[src/rtl/ft245_adc_pkg.sv]
// Shared types and constants for the ADC-to-FT245 streaming path.
package ft245_adc_pkg;

  typedef enum logic [2:0] {
    IDLE,
    SETUP,
    STROBE,
    RECOV,
    WAIT_LO
  } wr_state_t;

  localparam int WORD_W   = 16;
  localparam bit HI_FIRST = 1'b1;

endpackage

[src/rtl/ft245_adc_streamer_fifo.sv]
// Single-clock word FIFO; read data is registered on pop and holds until the next pop.
module sync_fifo #(
  parameter int WIDTH = 16,
  parameter int DEPTH = 16
) (
  input  logic             clk,
  input  logic             rst,
  input  logic             push,
  input  logic [WIDTH-1:0] push_data,
  input  logic             pop,
  output logic [WIDTH-1:0] rd_data,
  output logic             full,
  output logic             empty,
  output logic [$clog2(DEPTH):0] count
);

  localparam int AW = $clog2(DEPTH);
  localparam int CW = AW + 1;

  logic [WIDTH-1:0] mem [DEPTH];
  logic [AW-1:0]    wr_ptr;
  logic [AW-1:0]    rd_ptr;
  logic             do_push;
  logic             do_pop;

  assign full  = (count == CW'(DEPTH));
  assign empty = (count == '0);

  // A pop frees a slot in the same cycle, so push into a full FIFO is accepted then.
  assign do_pop  = pop && !empty;
  assign do_push = push && (!full || do_pop);

  always_ff @(posedge clk) begin
    if (rst) begin
      wr_ptr <= '0;
      rd_ptr <= '0;
      count  <= '0;
    end else begin
      if (do_push) wr_ptr <= wr_ptr + 1'b1;
      if (do_pop)  rd_ptr <= rd_ptr + 1'b1;
      case ({do_push, do_pop})
        2'b10:   count <= count + 1'b1;
        2'b01:   count <= count - 1'b1;
        default: count <= count;
      endcase
    end
  end

  always_ff @(posedge clk) begin
    if (do_push) mem[wr_ptr] <= push_data;
    if (do_pop)  rd_data     <= mem[rd_ptr];
  end

endmodule

[src/rtl/ft245_adc_streamer.sv]
// ADC sample-clock divider and capture, word FIFO, and FT245 byte-write engine
// sending each 16-bit sample high byte first.
module ft245_adc_streamer
  import ft245_adc_pkg::*;
#(
  parameter int ADC_WIDTH  = 12,
  parameter int CLK_DIV    = 10,
  parameter int FIFO_DEPTH = 16,
  parameter int WR_PULSE   = 3,
  parameter int WR_RECOV   = 4
) (
  input  logic                 CLK,
  input  logic                 RST,
  input  logic                 EN,
  input  logic [ADC_WIDTH-1:0] ADC_BIT,
  input  logic                 ADC_OTR,
  output logic                 ADC_CLK,
  output logic                 ADC_OE,
  input  logic                 TXE,
  input  logic                 RXF,
  output logic                 WR,
  output logic                 RD,
  output logic [7:0]           DATA_OUT,
  output logic                 DATA_OE,
  output logic                 OVF,
  output logic [31:0]          BYTE_CNT
);

  localparam int DIV_W = $clog2(CLK_DIV);
  localparam int TMR_W = $clog2(((WR_PULSE > WR_RECOV) ? WR_PULSE : WR_RECOV) + 1);
  localparam int CNT_W = $clog2(FIFO_DEPTH) + 1;

  function automatic logic [WORD_W-1:0] pack_sample(input logic otr,
                                                    input logic [ADC_WIDTH-1:0] bits);
    logic [WORD_W-1:0] w;
    w                 = '0;
    w[ADC_WIDTH-1:0]  = bits;
    w[WORD_W-1]       = otr;
    return w;
  endfunction

  function automatic logic [7:0] pick_byte(input logic [WORD_W-1:0] w, input logic sel);
    if (sel == !HI_FIRST) return w[WORD_W-1 -: 8];
    else                  return w[7:0];
  endfunction

  logic [DIV_W-1:0]  div;
  logic              en_q;
  logic              last_phase;
  logic              vld_p1;
  logic [WORD_W-1:0] cap_word_p1;

  logic              txe_s1;
  logic              txe_s2;
  logic              txe_ok;

  logic              fifo_pop;
  logic [WORD_W-1:0] hold;
  logic              fifo_full;
  logic              fifo_empty;
  logic [CNT_W-1:0]  fifo_count;

  wr_state_t         state;
  wr_state_t         state_n;
  logic [TMR_W-1:0]  tmr;
  logic [TMR_W-1:0]  tmr_n;
  logic              byte_sel;
  logic              byte_sel_n;
  logic              cnt_inc;
  logic              wr_n;
  logic              oe_n;
  logic              unused_ok;

  assign last_phase = (div == DIV_W'(CLK_DIV - 1));
  assign txe_ok     = !txe_s2;
  assign RD         = 1'b1;
  assign unused_ok  = ^{RXF, fifo_count};

  // Stage p0 -> p1: sample-clock generation and ADC word capture
  always_ff @(posedge CLK) begin
    if (RST) begin
      div     <= '0;
      ADC_CLK <= 1'b0;
      ADC_OE  <= 1'b1;
      en_q    <= 1'b0;
      vld_p1  <= 1'b0;
    end else begin
      en_q    <= EN;
      ADC_OE  <= !EN;
      ADC_CLK <= (div < DIV_W'(CLK_DIV / 2));
      vld_p1  <= EN && last_phase;
      if (!EN || last_phase) div <= '0;
      else                   div <= div + 1'b1;
    end
  end

  always_ff @(posedge CLK) begin
    if (EN && last_phase) cap_word_p1 <= pack_sample(ADC_OTR, ADC_BIT);
  end

  // Stage p1 -> FIFO: the captured word is pushed one cycle after capture
  sync_fifo #(
    .WIDTH (WORD_W),
    .DEPTH (FIFO_DEPTH)
  ) u_fifo (
    .clk       (CLK),
    .rst       (RST),
    .push      (vld_p1),
    .push_data (cap_word_p1),
    .pop       (fifo_pop),
    .rd_data   (hold),
    .full      (fifo_full),
    .empty     (fifo_empty),
    .count     (fifo_count)
  );

  always_comb begin
    state_n    = state;
    tmr_n      = tmr;
    byte_sel_n = byte_sel;
    fifo_pop   = 1'b0;
    cnt_inc    = 1'b0;
    case (state)
      IDLE: begin
        if (!fifo_empty && txe_ok) begin
          fifo_pop   = 1'b1;
          byte_sel_n = 1'b0;
          state_n    = SETUP;
        end
      end
      SETUP: begin
        tmr_n   = '0;
        state_n = STROBE;
      end
      STROBE: begin
        if (tmr == TMR_W'(WR_PULSE - 1)) begin
          tmr_n   = '0;
          cnt_inc = 1'b1;
          state_n = RECOV;
        end else begin
          tmr_n = tmr + 1'b1;
        end
      end
      RECOV: begin
        if (tmr == TMR_W'(WR_RECOV - 1)) begin
          tmr_n = '0;
          if (!byte_sel) begin
            byte_sel_n = 1'b1;
            state_n    = WAIT_LO;
          end else begin
            state_n = IDLE;
          end
        end else begin
          tmr_n = tmr + 1'b1;
        end
      end
      WAIT_LO: begin
        if (txe_ok) state_n = SETUP;
      end
      default: state_n = IDLE;
    endcase
    // Pad controls are registered from the next state so they change with the state itself.
    wr_n = (state_n == STROBE);
    oe_n = (state_n == SETUP) || (state_n == STROBE) || ((state_n == RECOV) && (tmr_n == '0));
  end

  always_ff @(posedge CLK) begin
    if (RST) begin
      state    <= IDLE;
      tmr      <= '0;
      byte_sel <= 1'b0;
      WR       <= 1'b0;
      DATA_OE  <= 1'b0;
      BYTE_CNT <= '0;
      OVF      <= 1'b0;
      txe_s1   <= 1'b1;
      txe_s2   <= 1'b1;
    end else begin
      txe_s1   <= TXE;
      txe_s2   <= txe_s1;
      state    <= state_n;
      tmr      <= tmr_n;
      byte_sel <= byte_sel_n;
      WR       <= wr_n;
      DATA_OE  <= oe_n;
      if (cnt_inc) BYTE_CNT <= BYTE_CNT + 32'd1;
      if (EN && !en_q)                          OVF <= 1'b0;
      else if (vld_p1 && fifo_full && !fifo_pop) OVF <= 1'b1;
    end
  end

  // The popped word stays in the FIFO read register for both bytes of the word.
  assign DATA_OUT = DATA_OE ? pick_byte(hold, byte_sel) : 8'h00;

endmodule

[config.mk]
export PLATFORM = sky130hd
export DESIGN_NAME = ft245_adc_streamer
export DESIGN_NICKNAME = d
export VERILOG_FILES = /design/src/rtl/ft245_adc_pkg.sv /design/src/rtl/ft245_adc_streamer_fifo.sv /design/src/rtl/ft245_adc_streamer.sv
export SDC_FILE = /design/constraint.sdc
export NUM_CORES = 1
export LEC_CHECK = 0
export ABC_AREA = 1
export CAP_MARGIN = 10
export CORE_ASPECT_RATIO = 0.5
export CORE_MARGIN = 2
export CORE_UTILIZATION = 45
export CTS_BUF_LIST = sky130_fd_sc_hd__clkbuf_16
export DETAILED_ROUTE_END_ITERATION = 12
export GPL_TIMING_DRIVEN = 0
export PLACE_DENSITY_LB_ADDON = 0.2
export SYNTH_ARGS = -nofsm -noshare
export SYNTH_HDL_FRONTEND = slang
export SYNTH_SLANG_ARGS = --single-unit
[constraint.sdc]
create_clock -name CLK -period 5.8 [get_ports CLK]
set_input_delay 0.58 -clock CLK [delete_from_list [all_inputs] [get_ports CLK]]
set_output_delay 0.58 -clock CLK [all_outputs]
set_load 0.1 [all_outputs]
### Yosys cells after proc, flatten, opt, wreduce, memory -nomap -nowiden

Memories as Yosys holds them, arrays and structs flattened. A register that Yosys moved wholly into a read port is not among the register bits.
Index checks and enable logic that the tools add are counted.

* $add $sub $neg: 7
* order comparisons: 1
* equal/unequal tests: 15
* muxes and demuxes: 21
* reductions and logical operators: 26

Operators with widths (number)
* 32-bit by 1-bit adder with 32-bit output, second input constant: 1
* 3-bit two-way mux: 7
* 3-bit by 2-bit == test with 1-bit output, second input constant: 6
* 8-bit two-way mux: 2
* 3-bit case mux with 5 select lines: 1
* 4-bit by 1-bit adder with 4-bit output, second input constant: 3
* 5-bit case mux with 2 select lines: 1
* 3-bit case mux with 3 select lines: 1
* 1-bit logical AND: 8
* 1-bit two-way mux: 8
* 3-bit by 1-bit == test with 1-bit output, second input constant: 2
* 1-bit zero test: 6
* 3-bit zero test: 2
* 5-bit by 1-bit adder with 5-bit output, second input constant: 1
* 5-bit == test, second input constant: 1
* 5-bit zero test: 1
* 5-bit by 1-bit subtractor with 5-bit output, second input constant: 1
* 4-bit == test, second input constant: 1
* 1-bit logical OR: 4
* 4-bit by 3-bit less-than comparator with 1-bit output, second input constant: 1
* 2-bit inequality test, second input constant: 2
* 2-bit nonzero test: 2
* 2-bit OR reduction: 2
* 3-bit by 1-bit adder with 3-bit output, second input constant: 1
* 5 further kinds: 5

* bits in registers: 94
* memory bits (writable): 208
* input port bits: 18
* memories kept: 1

Memories
* u_fifo.mem: depth 16, width 13, read ports 1, clocked after memory_dff 1, wr ports 1, RTL line ft245_adc_streamer_fifo.sv:20 `logic [WIDTH-1:0] mem [DEPTH];`

### Logic depth before layout (Yosys ltp)

Gate-level depths: netlist of the first run.

* word-level depth: 10
* gate-level depth with buffers: 16

### By module

A second synthesis of the first run with hierarchy kept.

* cell total of the unflattened synthesis: 1307
* area total of the unflattened synthesis: 14488.9 um^2

Modules (own cells, without submodules)
* sync_fifo: times used 1, cells each 871, area each 11342.1 um^2, sequential area each 8428.1 um^2
* ft245_adc_streamer: times used 1, cells each 436, area each 3146.8 um^2, sequential area each 1431.4 um^2

### Worst setup path after synthesis of the first run

No wires, ideal clock.

* path type: register to output
* start point: reg DATA_OE
* end point: out DATA_OUT[0]
* arrival: 2.488 ns
* data required time: 5.220 ns
* slack: 2.732 ns
* cell stages (with the launch flop): 3
* buffers on the path: 0
* cells stage by stage: dfxtp_1 > o21ai_0 > nor2_1

* word-level cells in the longest chain between the ends: 1

RTL lines
* start: declaration: RTL line ft245_adc_streamer.sv:24 `output logic DATA_OE,`
* start signal: assignment: RTL line ft245_adc_streamer.sv:185 `DATA_OE <= oe_n;`
* 8-bit two-way mux: RTL line ft245_adc_streamer.sv:193 `assign DATA_OUT = DATA_OE ? pick_byte(hold, byte_sel) : 8'h00;`
* end: declaration: RTL line ft245_adc_streamer.sv:23 `output logic [7:0] DATA_OUT,`

No other way between the ends.

### Worst setup path after layout of the first run

* start point: reg byte_sel
* end point: out DATA_OUT[0]

* word-level cells in the longest chain between the ends: 2

RTL lines
* start: declaration: RTL line ft245_adc_streamer.sv:67 `logic byte_sel;`
* start signal: assignment: RTL line ft245_adc_streamer.sv:183 `byte_sel <= byte_sel_n;`
* 8-bit two-way mux: RTL line ft245_adc_streamer.sv:43 `if (sel == !HI_FIRST) return w[WORD_W-1 -: 8];`
* 8-bit two-way mux: RTL line ft245_adc_streamer.sv:193

No other way between the ends.

==> metrics.md, run 1 <==
| Metric | Value |
|---|---|
| Max cap viols | 0 |
| Clock skew | 15.78 ps |
| Die ar. | 28980 um2 |
| IO buf count | 60 |
| CTS Buf Count | 27 |
| Vias per inst | 5.612 |
| Layout cells sized above 1 | 9.216% |
| Final WL | 31.36 mm |
| CP peak stage delay | 1150 ps |
| CP arrival | 2690 ps |
| Crit path top cell by count | nor2_1 |
| Remaining antenna violation count | 0 |
| Total GRT Usage | 21.98% |
| Effective utilization at floorplan | 46.35% |
| H-Tree Depth | 1 |
| Final WS setup | 2528 ps |
| Static leakage | 0.004803 uW |
| Vias in the first global route | 8028 |
| DR pass1 iterations | 5 |
| Dpl ws | 2992 ps |
| Syn Area/Cell | 11.89 um2 |
| Met2 usage | 34.70% |
| Number of synthesized register bits | 299 |
| CTS resizes | 0 |
| Core region area | 26750 um2 |
| Setup_tns | 0 ps |
| Die Span X | 238.7 um |
| Transition time of the tightest slew-check pin | 1204 ps |
| TritonCTS Sinks | 299 |
| Final min period | 3272 ps |
| Worst r2r path cells | 9 |
| Hold depth | 1 |
| Prevailing post-synth register cell | edfxtp_1 |
| # setup viols final | 0 |
| Ports | 64 |
| Fmax | 0.3056 GHz |
| GRT busiest layer | met2 |
| Initial antenna violation count | 2 |
| WL/cell | 20.73 um |
| Met3 Usage GRT | 4.641% |
| Top delay family on crit path | buffers and inverters |
| Status | finished, final reports clean |
| CP startpoint kind | flop |
| Worst R2R Setup Slack | 3140 ps |
| Yosys Warn Count | 0 |
| Synth Instances | 1043 |
| Final hold violations | 0 |
| Maximum clock insertion buffer count | 3 |
| Postcts setup bufs | 0 |
| Tcrit/Tclk final | 56.41% |
| Starting DRT DRC Count | 890 |
| PD cells | 281.4 nW/um2 |
| DPL Wire Length | 21.10 mm |
| Clk root buf | clkbuf_16 |
| Nets | 1177 |
| Slowest cell on crit path | clkdlybuf4s50_1 |
| CP Class | reg -> out |
| Cell Rows | 42 |
| WP data required | 5220 ps |
| Worst VDD drop | 124.7 uV |
| Crit-path max FO | 8 |
| Hold crit path type | reg -> reg |
| Hold Crit Start | txe_s1 |
| Final estimated routing congestion in global placement | 0.9276 |
| Reg-to-Reg Start | state[0] |
| Syn-to-layout area delta | 16.04% |
| CP Buf/Inv Count | 2 |
| Met1 GRT Util | 31.06% |
| Via Count | 8491 |
| Worst setup EP type | output port |
| Number of flops mapped to enable cells by yosys | 234 |
| Reg clk slew, reported paths | 70 ps |
| Total gr overflow | 0 |
| Antenna diodes | 0 |
| Slew Limit Fails | 0 |
| Post-synth ARST share | 0% |
| Post-synth top area share | 56.68% |
| Top cell type by total area after synthesis | edfxtp_1 |
| Reg2reg end | u_fifo.mem[6][6] |
| RSZ-0062 raised after global routing | false |
| Hold EP | txe_s2 |
| Most frequent cell after synthesis | edfxtp_1 |
| Post-synthesis net count | 1076 |
| # DRC | 0 |
| Slew margin rel. | 19.41% |
| CP Cell Sequence | inv_1 > nor2_1 > nor2_1 > clkdlybuf4s50_1 |
| Largest net degree at the start of global routing | 18 |
| Register area share after synthesis | 67.17% |
| Top cells by area, synth | edfxtp_1 57%, dfxtp_1 10%, nor2_1 4.8% |
| Post-cts hold buffer count | 0 |
| TritonCTS clock tree | done |
| Worst skew pair latency | 550 ps |
| Yosys cell types | 44 |
| Mapped Area | 12400 um2 |
| Top cells by count, synth | 234 x edfxtp_1, 158 x nor2_1, 95 x nand2_1 |
| Die height | 121.4 um |
| Total Power | 4049 uW |
| First-pass GRT wire length | 47.64 mm |
[power by group]
group	switching, uW	internal (uW)	total, uW
Combinational	24.3	15.1	39.4
Clock	790	937	1730
Sequential	1.48	2280	2280
Total	816	3230	4050
[cells by family (layout without fill, tap and decap cells)]
| logic type | count (synthesis) | count (layout) | share of synthesized area, % |
|---|---|---|---|
| flops | 299 | 299 | 67.17 |
| simple gates | 354 | 354 | 13.06 |
| other cells | 1 | 1 | 0.03025 |
| compound gates | 190 | 190 | 9.890 |
| mux | 41 | 41 | 3.310 |
| fa+ha+maj | 15 | 15 | 1.514 |
| xor+xnor | 13 | 13 | 0.9184 |
| buf+inv | 130 | 248 | 4.107 |
[how the worst max path moves through the flow]
stage              from                 to  slack (ps)  cells past startpoint
2_1_floorplan   DATA_OE        DATA_OUT[0]        2730                      2
3_3_place_gp   state[0]  u_fifo.mem[12][9]        2880                      9
3_5_place_dp   state[0]   u_fifo.mem[3][0]        2990                      9
4_1_cts        byte_sel        DATA_OUT[0]        2490                      4
5_1_grt        byte_sel        DATA_OUT[0]        2420                      4
6_report       byte_sel        DATA_OUT[0]        2530                      4
[flip-flops by register name, summed over array words and instances (netlist names), 3 cells and up]
| name | flops |
|---|---|
| BYTE_CNT | 32 |
| cap_word_p1 | 13 |
| div | 4 |
| state | 3 |
| tmr | 3 |
| u_fifo.count | 5 |
| u_fifo.mem | 208 |
| u_fifo.rd_data | 13 |
| u_fifo.rd_ptr | 4 |
| u_fifo.wr_ptr | 4 |
[cell usage in the layout (no fill, tap or decap), types with 9 or more instances in the layout]
| cell type | count |
|---|---|
| o221ai_1 | 41 |
| o21ai_0 | 79 |
| buf_2 | 9 |
| inv_1 | 81 |
| clkbuf_1 | 27 |
| edfxtp_1 | 234 |
| clkdlybuf4s50_1 | 60 |
| nand2_1 | 95 |
| nor3_1 | 12 |
| dfxtp_1 | 65 |
| clkbuf_16 | 27 |
| o32ai_1 | 11 |
| nand4_1 | 12 |
| a21oi_1 | 33 |
| nor2_1 | 156 |
| o211ai_1 | 13 |
| ha_1 | 15 |
| mux2i_1 | 41 |
| nand3_1 | 41 |
| nor2_2 | 11 |
[layout make-up]
| cell class | count | area [um2] |
|---|---|---|
| Timing Repair Buffer | 72 | 713.2 |
| Sequential cell | 299 | 8328 |
| Buffer | 46 | 191.4 |
| Inverter | 84 | 317.8 |
| Fill cell | 2261 | 12360 |
| Tap cell | 352 | 440.4 |
| Clock buffer | 27 | 675.6 |
| Multi-Input combinational cell | 614 | 3566 |
| Clock inverter | 19 | 153.9 |
[layer usage]
layer	up-vias	part of all wire [%]	wire length, um
li1	3943	-	-
met3	64	9.4	2957
met4	2	2.7	846
met2	394	44	13910
met5	-	0.035	11
met1	4088	43	13640
[worst register-to-register path: cells and delay by family (launching register included)]
kind,cells,cell delay [ps]
buffers and inverters,1,80
and+or+nand+nor,8,1780
DFF,1,400
[stage by stage]
stage | instance area (um2) | hold WS, ps | cells | utilization, %
detailed placement | 13490 | 395.2 | 1460 | 50.44
CTS | 14320 | 410.6 | 1506 | 53.55
global placement | 13440 | 394.7 | 1455 | 50.24
finish | 14390 | 404.8 | 1513 | 53.78
floorplan | 12400 | 389.5 | 1043 | -
global route | 14390 | 433.8 | 1513 | 53.78
Power figures use the tool's default switching activity.
==> inputs of run 2 (changes only) <==
Clock period 5.8 ns to 2.65 ns, I/O delays scaled along.
==> run 2 against run 1 <==
Net effect:
- the run now ends with negative setup slack left
- largest power group unchanged
- sequential power up 120%
- critical path depth grew 5
- critical endpoint is now u_fifo.mem[4][4]
- worst setup slack worse by 2600 ps
==> metrics.md, run 2 (synthesis results as in run 1) <==
| Metric | Value |
|---|---|
| Status | complete, but fails checks |
| Failing checks | negative setup slack |
| Total GRT Usage | 21.99% (about the same) |
| Layout cells sized above 1 | 10.40% (+1.2 points) |
| Slew Limit Fails | 0 (unchanged) |
| WL/cell | 20.63 um (-0.47%) |
| Nets | 1166 (-0.93%) |
| Cell Rows | 42 (unchanged) |
| Final hold violations | 0 (unchanged) |
| Register area | 8328 um2 (unchanged) |
| Ports | 64 (unchanged) |
| CP arrival | 2900 ps (+210 ps) |
| Final WL | 31.07 mm (-0.93%) |
| Total gr overflow | 0 (unchanged) |
| Via Count | 8364 (-1.5%) |
| # setup viols final | 26 (+26) |
| Initial antenna violation count | 0 (-2) |
| TritonCTS clock tree | done |
| Vias per inst | 5.554 (-1.0%) |
| Slew margin rel. | 15.98% (-3.4 points) |
| H-Tree Depth | 1 (unchanged) |
| Starting DRT DRC Count | 843 (-5.3%) |
| Maximum clock insertion buffer count | 3 (unchanged) |
| Worst setup EP type | flop |
| Fmax | 0.3666 GHz |
| Final instance area | 14360 um2 (-0.17%) |
| Tcrit/Tclk final | 102.9% |
| Final WS setup | -78.13 ps (-2606 ps) |
| Crit-path max FO | 13 (+5) |
| Filler cells | 2229 (-1.4%) |
| Core region area | 26750 um2 (unchanged) |
| Antenna diodes | 0 (unchanged) |
| Placed cell area | 13460 um2 (-0.21%) |
| Biggest register | u_fifo.mem |
| Worst skew pair latency | 560 ps (about the same) |
| Area taken by multi-input logic gates | 3623 um2 (+1.6%) |
| CP startpoint kind | flop |
| Static leakage | 0.004802 uW (about the same) |
| First-pass GRT wire length | 47.22 mm (-0.88%) |
| IO buf count | 60 (unchanged) |
| Largest regs | u_fifo.mem x208, BYTE_CNT x32 |
| Max cap viols | 0 (unchanged) |
| Max reg flops | 208 (unchanged) |
| Most frequent cells in the layout | 234 x edfxtp_1, 139 x nor2_1, 95 x nand2_1, 86 x inv_1, 79 x o21ai_0 |
| Final estimated routing congestion in global placement | 0.8994 (-3.0%) |
| WP data required | 2830 ps (-2390 ps) |
| Remaining antenna violation count | 0 (unchanged) |
| PD cells | 629.0 nW/um2 (+120%) |
| DR pass1 iterations | 5 (unchanged) |
| CTS Buf Count | 27 (unchanged) |
| Postcts setup bufs | 0 (unchanged) |
| Clock skew | 26.90 ps (+11.12 ps) |
| CP Class | reg -> reg |
| Transition time of the tightest slew-check pin | 1256 ps (+51.24 ps) |
| Worst VDD drop | 348.4 uV (+180%) |
| Die Span X | 238.7 um (unchanged) |
| Final hold slack | 222.4 ps (-182.4 ps) |
| Syn-to-layout area delta | 15.83% |
| # DRC | 0 (unchanged) |
| Effective utilization at floorplan | 46.35% (unchanged) |
| Hold crit path type | in -> reg |
| Clk root buf | clkbuf_16 |
| Reg clk slew, reported paths | 70 ps (about the same) |
| Die ar. | 28980 um2 (unchanged) |
| Most common cell after layout, fill and taps aside | edfxtp_1 |
| TritonCTS Sinks | 299 (unchanged) |
| DPL Wire Length | 20.82 mm (-1.3%) |
| RSZ-0062 raised after global routing | true |
| Vias in the first global route | 8037 (+0.11%) |
| Setup_tns | -1736 ps (-1736 ps) |
| Final min period | 2728 ps |
| Largest net degree at the start of global routing | 18 (unchanged) |
| Die height | 121.4 um (unchanged) |
[run 2: final timing paths]
kind / start / to / slack [ps] / depth (start not counted)
worst min-delay path: RST / state[0] / 220 / 2
worst max-delay path: state[0] / u_fifo.mem[4][4] / -80 / 9
worst max register to register: state[0] / u_fifo.mem[4][4] / -80 / 9
worst min register to register: txe_s1 / txe_s2 / 410 / 1
[run 2: stage by stage]
step | instances | setup slack (ps) | total power [uW] | utilization, %
after floorplan | 1043 | -89.33 | 5143 | -
after global placement | 1455 | -255.5 | 5182 | 50.29
after detailed placement | 1456 | -200.2 | 5184 | 50.34
after CTS | 1506 | -134.1 | 9081 | 53.72
after global routing | 1506 | -240.8 | 9273 | 53.69
final | 1506 | -78.13 | 9034 | 53.69
[run 2: cell type report]
class | instances | share of cell area, %
flip-flops and latches | 299 | 57.99
multi-input cells | 614 | 25.23
clock buffers | 27 | 4.705
repair buffers | 61 | 4.016
well taps | 352 | 3.067
inverters | 84 | 2.213
clock inverters | 23 | 1.446
plain buffers | 46 | 1.333
[run 2: what timing repair did]
| action | CTS | global route |
|---|---|---|
| hold buffers | 0 | 0 |
| gates resized for setup | 22 | 14 |
| setup endpoints to repair | 176 | 59 |
[run 2: critical path: stages, from the launching register on]
cell,delay [ps]
dfxtp_1,390
nor2_2,170
nand2_2,80
nor2_4,170
nand2_4,140
nand2_4,100
nand2_4,60
inv_4,80
nand2_1,170
nor2_1,990
[run 2: power by group]
group	total [uW]	leakage (uW)	internal [uW]	switching (uW)
Sequential	4990	0.00263	4990	3.10
Combinational	86.8	0.00171	33.2	53.5
Clock	3950	0.000466	2240	1710
Total	9030	0.00480	7270	1770
[run 2: metal layers]
layer / part of all wire (%) / GRT usage (%) / vias up
li1: - / - / 3914
met1: 44 / 30.72 / 4060
met2: 44 / 34.34 / 332
met3: 8.7 / 5.209 / 58
met4: 3.1 / 6.445 / 0
met5: 0 / 0 / -
==> inputs of run 3 (changes only) <==
Settings changed: CAP_MARGIN 10 to unset.
==> run 3 against run 2 <==
Net effect:
- the run still ends with negative setup slack left
- die area unchanged
- sequential share of layout area is 0.050 points lower
- clock-buffer cell count is the same
- sequential power barely moved
- via count grew 0.85%
- total power rose by 0.78%
- global-route usage is 0.054 points lower
- flip-flop and latch count unchanged
==> metrics.md, run 3 (synthesis results as in run 1) <==
| Metric | Value |
|---|---|
| Status | complete, but fails checks |
| Failing checks | negative setup slack |
| Most common cell after layout, fill and taps aside | edfxtp_1 |
| Slew Limit Fails | 0 (unchanged) |
| Final WL | 31.03 mm (-0.13%) |
| Initial antenna violation count | 0 (unchanged) |
| Most frequent cells in the layout | 234 x edfxtp_1, 140 x nor2_1, 95 x nand2_1, 87 x inv_1, 79 x o21ai_0 |
| CP startpoint kind | flop |
| DR pass1 iterations | 7 (+2) |
| Die ar. | 28980 um2 (unchanged) |
| Net Switching | 1752 uW (-0.87%) |
| Post-cts hold buffer count | 0 (unchanged) |
| Total gr overflow | 0 (unchanged) |
| Hold crit path type | in -> reg |
| # setup viols final | 39 (+50%) |
| Fmax | 0.3618 GHz (-1.3%) |
| Reg clk slew, reported paths | 60 ps (about the same) |
| Crit-path max FO | 13 (unchanged) |
| Die Span X | 238.7 um (unchanged) |
| Remaining antenna violation count | 0 (unchanged) |
| Total Power | 9104 uW (+0.78%) |
| First-pass GRT wire length | 47.30 mm (+0.16%) |
| Placed cell area | 13460 um2 (about the same) |
| Ports | 64 (unchanged) |
| Core region area | 26750 um2 (unchanged) |
| Largest regs | u_fifo.mem x208, BYTE_CNT x32 |
| Clk root buf | clkbuf_16 |
| Syn-to-layout area delta | 15.94% (about the same) |
| Transition time of the tightest slew-check pin | 1292 ps (+36.80 ps) |
| Max cap viols | 0 (unchanged) |
| Combinational power share | 1.0% (about the same) |
| Sw frac | 19.25% (-0.32 points) |
| Via Count | 8435 (+0.85%) |
| TritonCTS Sinks | 299 (unchanged) |
| DPL Wire Length | 20.80 mm (-0.13%) |
| Layout cells sized above 1 | 9.896% (-0.50 points) |
| Worst setup EP type | flop |
| Tcrit/Tclk final | 104.3% (+1.3 points) |
| Vias per inst | 5.608 (+0.98%) |
| Clock skew | 26.03 ps (-0.8711 ps) |
| CP arrival | 2930 ps (+30 ps) |
| TritonCTS clock tree | done |
| Antenna diodes | 0 (unchanged) |
| Biggest register | u_fifo.mem |
| Effective utilization at floorplan | 46.35% (unchanged) |
| Final min period | 2764 ps (+35.58 ps) |
| Clock power frac | 44.2% (+0.4 points) |
| Sequential Power Share | 54.9% (-0.4 points) |
| Total GRT Usage | 21.93% (-0.054 points) |
| WL/cell | 20.63 um (about the same) |
| Register area | 8328 um2 (unchanged) |
| Worst skew pair latency | 560 ps (about the same) |
| Worst r2r path cells | 9 (unchanged) |
| H-Tree Depth | 1 (unchanged) |
| IO buf count | 60 (unchanged) |
| Postcts setup bufs | 0 (unchanged) |
| Area taken by multi-input logic gates | 3626 um2 (about the same) |
| Maximum clock insertion buffer count | 3 (unchanged) |
| CTS Buf Count | 27 (unchanged) |
| Final instance area | 14370 um2 (about the same) |
| Max reg flops | 208 (unchanged) |
| Filler cells | 2220 (-0.40%) |
| Cell Rows | 42 (unchanged) |
| Die height | 121.4 um (unchanged) |
| Final estimated routing congestion in global placement | 0.8994 (unchanged) |
| # DRC | 0 (unchanged) |
| Final core occ | 53.74% (about the same) |
| Final hold violations | 0 (unchanged) |
| Largest net degree at the start of global routing | 18 (unchanged) |
| Dpl ws | -226.4 ps (-26.22 ps) |
| Worst VDD drop | 349.6 uV (+0.34%) |
| RSZ-0062 raised after global routing | true |
| Final WS setup | -113.7 ps (-35.58 ps) |
| Slew margin rel. | 13.52% (-2.5 points) |
| Starting DRT DRC Count | 779 (-7.6%) |
| PD cells | 633.4 nW/um2 (+0.69%) |
| Static leakage | 0.004802 uW (about the same) |
| WP data required | 2820 ps (about the same) |
| Pint | 7352 uW (+1.2%) |
| Vias in the first global route | 8161 (+1.5%) |
| CP Class | reg -> reg |
| Final hold slack | 199.6 ps (-22.82 ps) |
| Nets | 1165 (-0.086%) |
| Hold depth | 2 (unchanged) |
## run 3: layer usage
layer  track usage [%]  share of wire [%]  up-vias
met5                 0                  0        -
met4             6.523                2.7        0
met3             5.573                9.1       56
met2             34.30                 45      342
met1             30.31                 43     4121
li1                  -                  -     3916
## run 3: final timing paths
kind / start / end / slack (ps)
worst max-delay path: state[0] / u_fifo.mem[6][12] / -110
worst min-delay path: RST / state[0] / 200
worst max register to register: state[0] / u_fifo.mem[6][12] / -110
worst min register to register: txe_s1 / txe_s2 / 410
## run 3: final cells by class
cell class,count,share of cell area (%)
repair buffers,60,3.995
well taps,352,3.064
clock inverters,22,1.532
clock buffers,27,4.701
flip-flops and latches,299,57.94
plain buffers,46,1.332
inverters,84,2.211
multi-input cells,614,25.23
## run 3: power by group through the flow
stage	registers, uW	clock network (uW)	logic, uW
finish	4990	4020	86.8
floorplan	5110	0	34.9
global placement	5100	0	85.4
global route	4990	4250	93.6
detailed placement	5100	0	86.9
CTS	4990	4050	87.2
## run 3: critical path, stage by stage (launching register included)
cell,delay (ps)
dfxtp_1,390
nor2_2,170
nand2_2,80
nor2_4,180
nand2_4,140
nand2_4,100
nand2_4,60
inv_4,70
nand2_1,170
nor2_1,1020
## run 3: through the flow
step           setup TNS, ps  instances
2_1_floorplan         -268.0       1043
3_3_place_gp          -19310       1455
3_5_place_dp          -22520       1455
4_1_cts                -2256       1504
5_1_grt                -9561       1504
6_report               -2260       1504
## run 3: timing repair
action / CTS / global route
setup endpoints to repair: 190 / 85
gates resized for setup: 21 / 14
pin swaps: 0 / 0
==> RTL change: new RTL, config.mk and constraints of run 2 <==
The 5 states of `wr_state_t` get a Gray code encoding in 3 bits.
--- a/src/rtl/ft245_adc_pkg.sv
+++ b/src/rtl/ft245_adc_pkg.sv
@@ -3,9 +3,9 @@
 
   typedef enum logic [2:0] {
-    IDLE,
-    SETUP,
-    STROBE,
-    RECOV,
-    WAIT_LO
+    IDLE    = 3'b000,
+    SETUP   = 3'b001,
+    STROBE  = 3'b011,
+    RECOV   = 3'b010,
+    WAIT_LO = 3'b110
   } wr_state_t;
 
Check against the original RTL: no difference found for any inputs over 10 cycles, from zero or initial values and one cycle with RST high; not proved beyond that.
==> RTL change against run 2 <==
- routed wire length is 3.4% higher
- cell count up 1.1%
- power down 2.5%
- worst setup slack better by 190 ps
- sequential cell count stayed put
- area after synthesis fell by 0.42%
- maximum frequency is 7.4% higher
- design area is 0.27% higher
- sequential share of layout area fell by 0.16 points
- critical path depth unchanged
- critical path type unchanged
- largest power group unchanged
==> RTL change: results (changes against run 2) <==
Synth cell types=44 (unchanged); Inst Count DP=1,473 (was 1,456); largest net degree at the start of global routing=19 (was 18); reg-to-reg slack, setup=110 ps (was -80 ps); family with the most delay on the worst path=simple AND/OR/NAND/NOR gates (unchanged); slowest CP cell=nor2_2 (was nor2_1); vias per cell=5.59 (was 5.55); clk slew on worst S/H paths=approximately 60 ps; global-route met2 utilization=35.7% (was 34.3%); R2R cell count=9 (unchanged); biggest regs=u_fifo.mem (208), BYTE_CNT (32) (unchanged); Main synth FF type=edfxtp_1 (unchanged); WL/cell=21.1 um (was 20.6 um); sequential-to-total area share from yosys stat=67.5% (was 67.2%); fin crit period=2540 ps (was 2730 ps); Worst Path Max Fanout=13 (unchanged); top cells by count, synth=edfxtp_1, nor2_1, nand2_1 (unchanged); xor and xnor area share after synthesis=0.922% (was 0.918%); top post-synthesis cells by area=edfxtp_1, dfxtp_1, nor2_1 (unchanged); Skew-Pair Late Insertion Delay=570 ps; CTS buffer count=28 (was 27); relative slew slack=31.4% (was 16.0%); PortBufs=60 (unchanged); global routing usage on met3=6.57% (was 5.21%); final hold slack=249 ps (was 222 ps); first-pass GRT wire length=47.7 mm (was 47.2 mm); DP Area=0.0135 mm2 (about the same); Synth Area in Adders=1.62% (was 1.51%); Syn Area/Cell=11.8 um2 (was 11.9 um2); Setup WS pre-CTS=80.7 ps (was -200 ps); r2r startpoint=state[1] (was state[0]); post-synthesis mux area share=3.08% (was 3.31%); reg2reg end=u_fifo.mem[9][2] (was u_fifo.mem[4][4]); hold path endpoint=cap_word_p1[8] (was state[0]); total global-route track usage=22.4% (was 22.0%); Compound-Gate Fraction of Synth Area=10.2% (was 9.89%); HPWL after detailed placement=21.6 mm (was 20.8 mm); largest stage delay on the critical path=770 ps (was 990 ps); Setup CP Type=reg2reg (unchanged); CTS Root Cell=clkbuf_16 (unchanged); status=complete, no violations (was finished with violations); share of post-route cells with drive strength above 1=9.14% (was 10.4%); Peak VDD IR=444 uV (was 348 uV); gpl congestion=0.902 (was 0.899); Final Skew=21.3 ps (was 26.9 ps); hold depth=1 (was 2); hold path startpoint=ADC_BIT[8] (was RST); # H-tree levels=1 (unchanged); 1st-iter DRT viols=833 (was 843); final net count=1,185 (was 1,166); post_cts resized=8 (was 22); Final Routed Wirelength=32.1 mm (was 31.1 mm); met1 GRT Util=30.4% (was 30.7%); Pleak=4.81 nW (was 4.80 nW); syn nets=1,084 (was 1,076); number of global-route vias before repair=7,949 (was 8,037)
-- RTL change: changes by cell type after synthesis, moves of 4 or more --
cell | run 2 | this run
nor2_1 | 158 | 173
nor2_2 | 9 | 1
o21ai_0 | 79 | 85
nand3_1 | 41 | 36
clkbuf_1 | 27 | 31
inv_1 | 78 | 74
-- RTL change: layout make-up --
| type | count | area (um2) |
|---|---|---|
| buffer | 47 | 195 |
| clock buffer | 28 | 701 |
| clock inverter | 22 | 124 |
| fill | 2233 | 12300 |
| inverter | 80 | 300 |
| multi-input combinational | 624 | 3600 |
| sequential | 299 | 8330 |
| tap | 352 | 440 |
| timing repair buffer | 71 | 711 |
-- RTL change: per-layer routing --
layer / up-vias / wire [um]
met5: - / 0
met2: 354 / 14600
met3: 43 / 3270
li1: 3977 / -
met4: 0 / 667
met1: 4146 / 13600
-- RTL change: where the power goes --
part	internal, mW	leakage (nW)	switching [mW]
Clock	2.00	0.450	1.73
Sequential	4.99	2.63	0.00324
Combinational	0.0330	1.73	0.0516
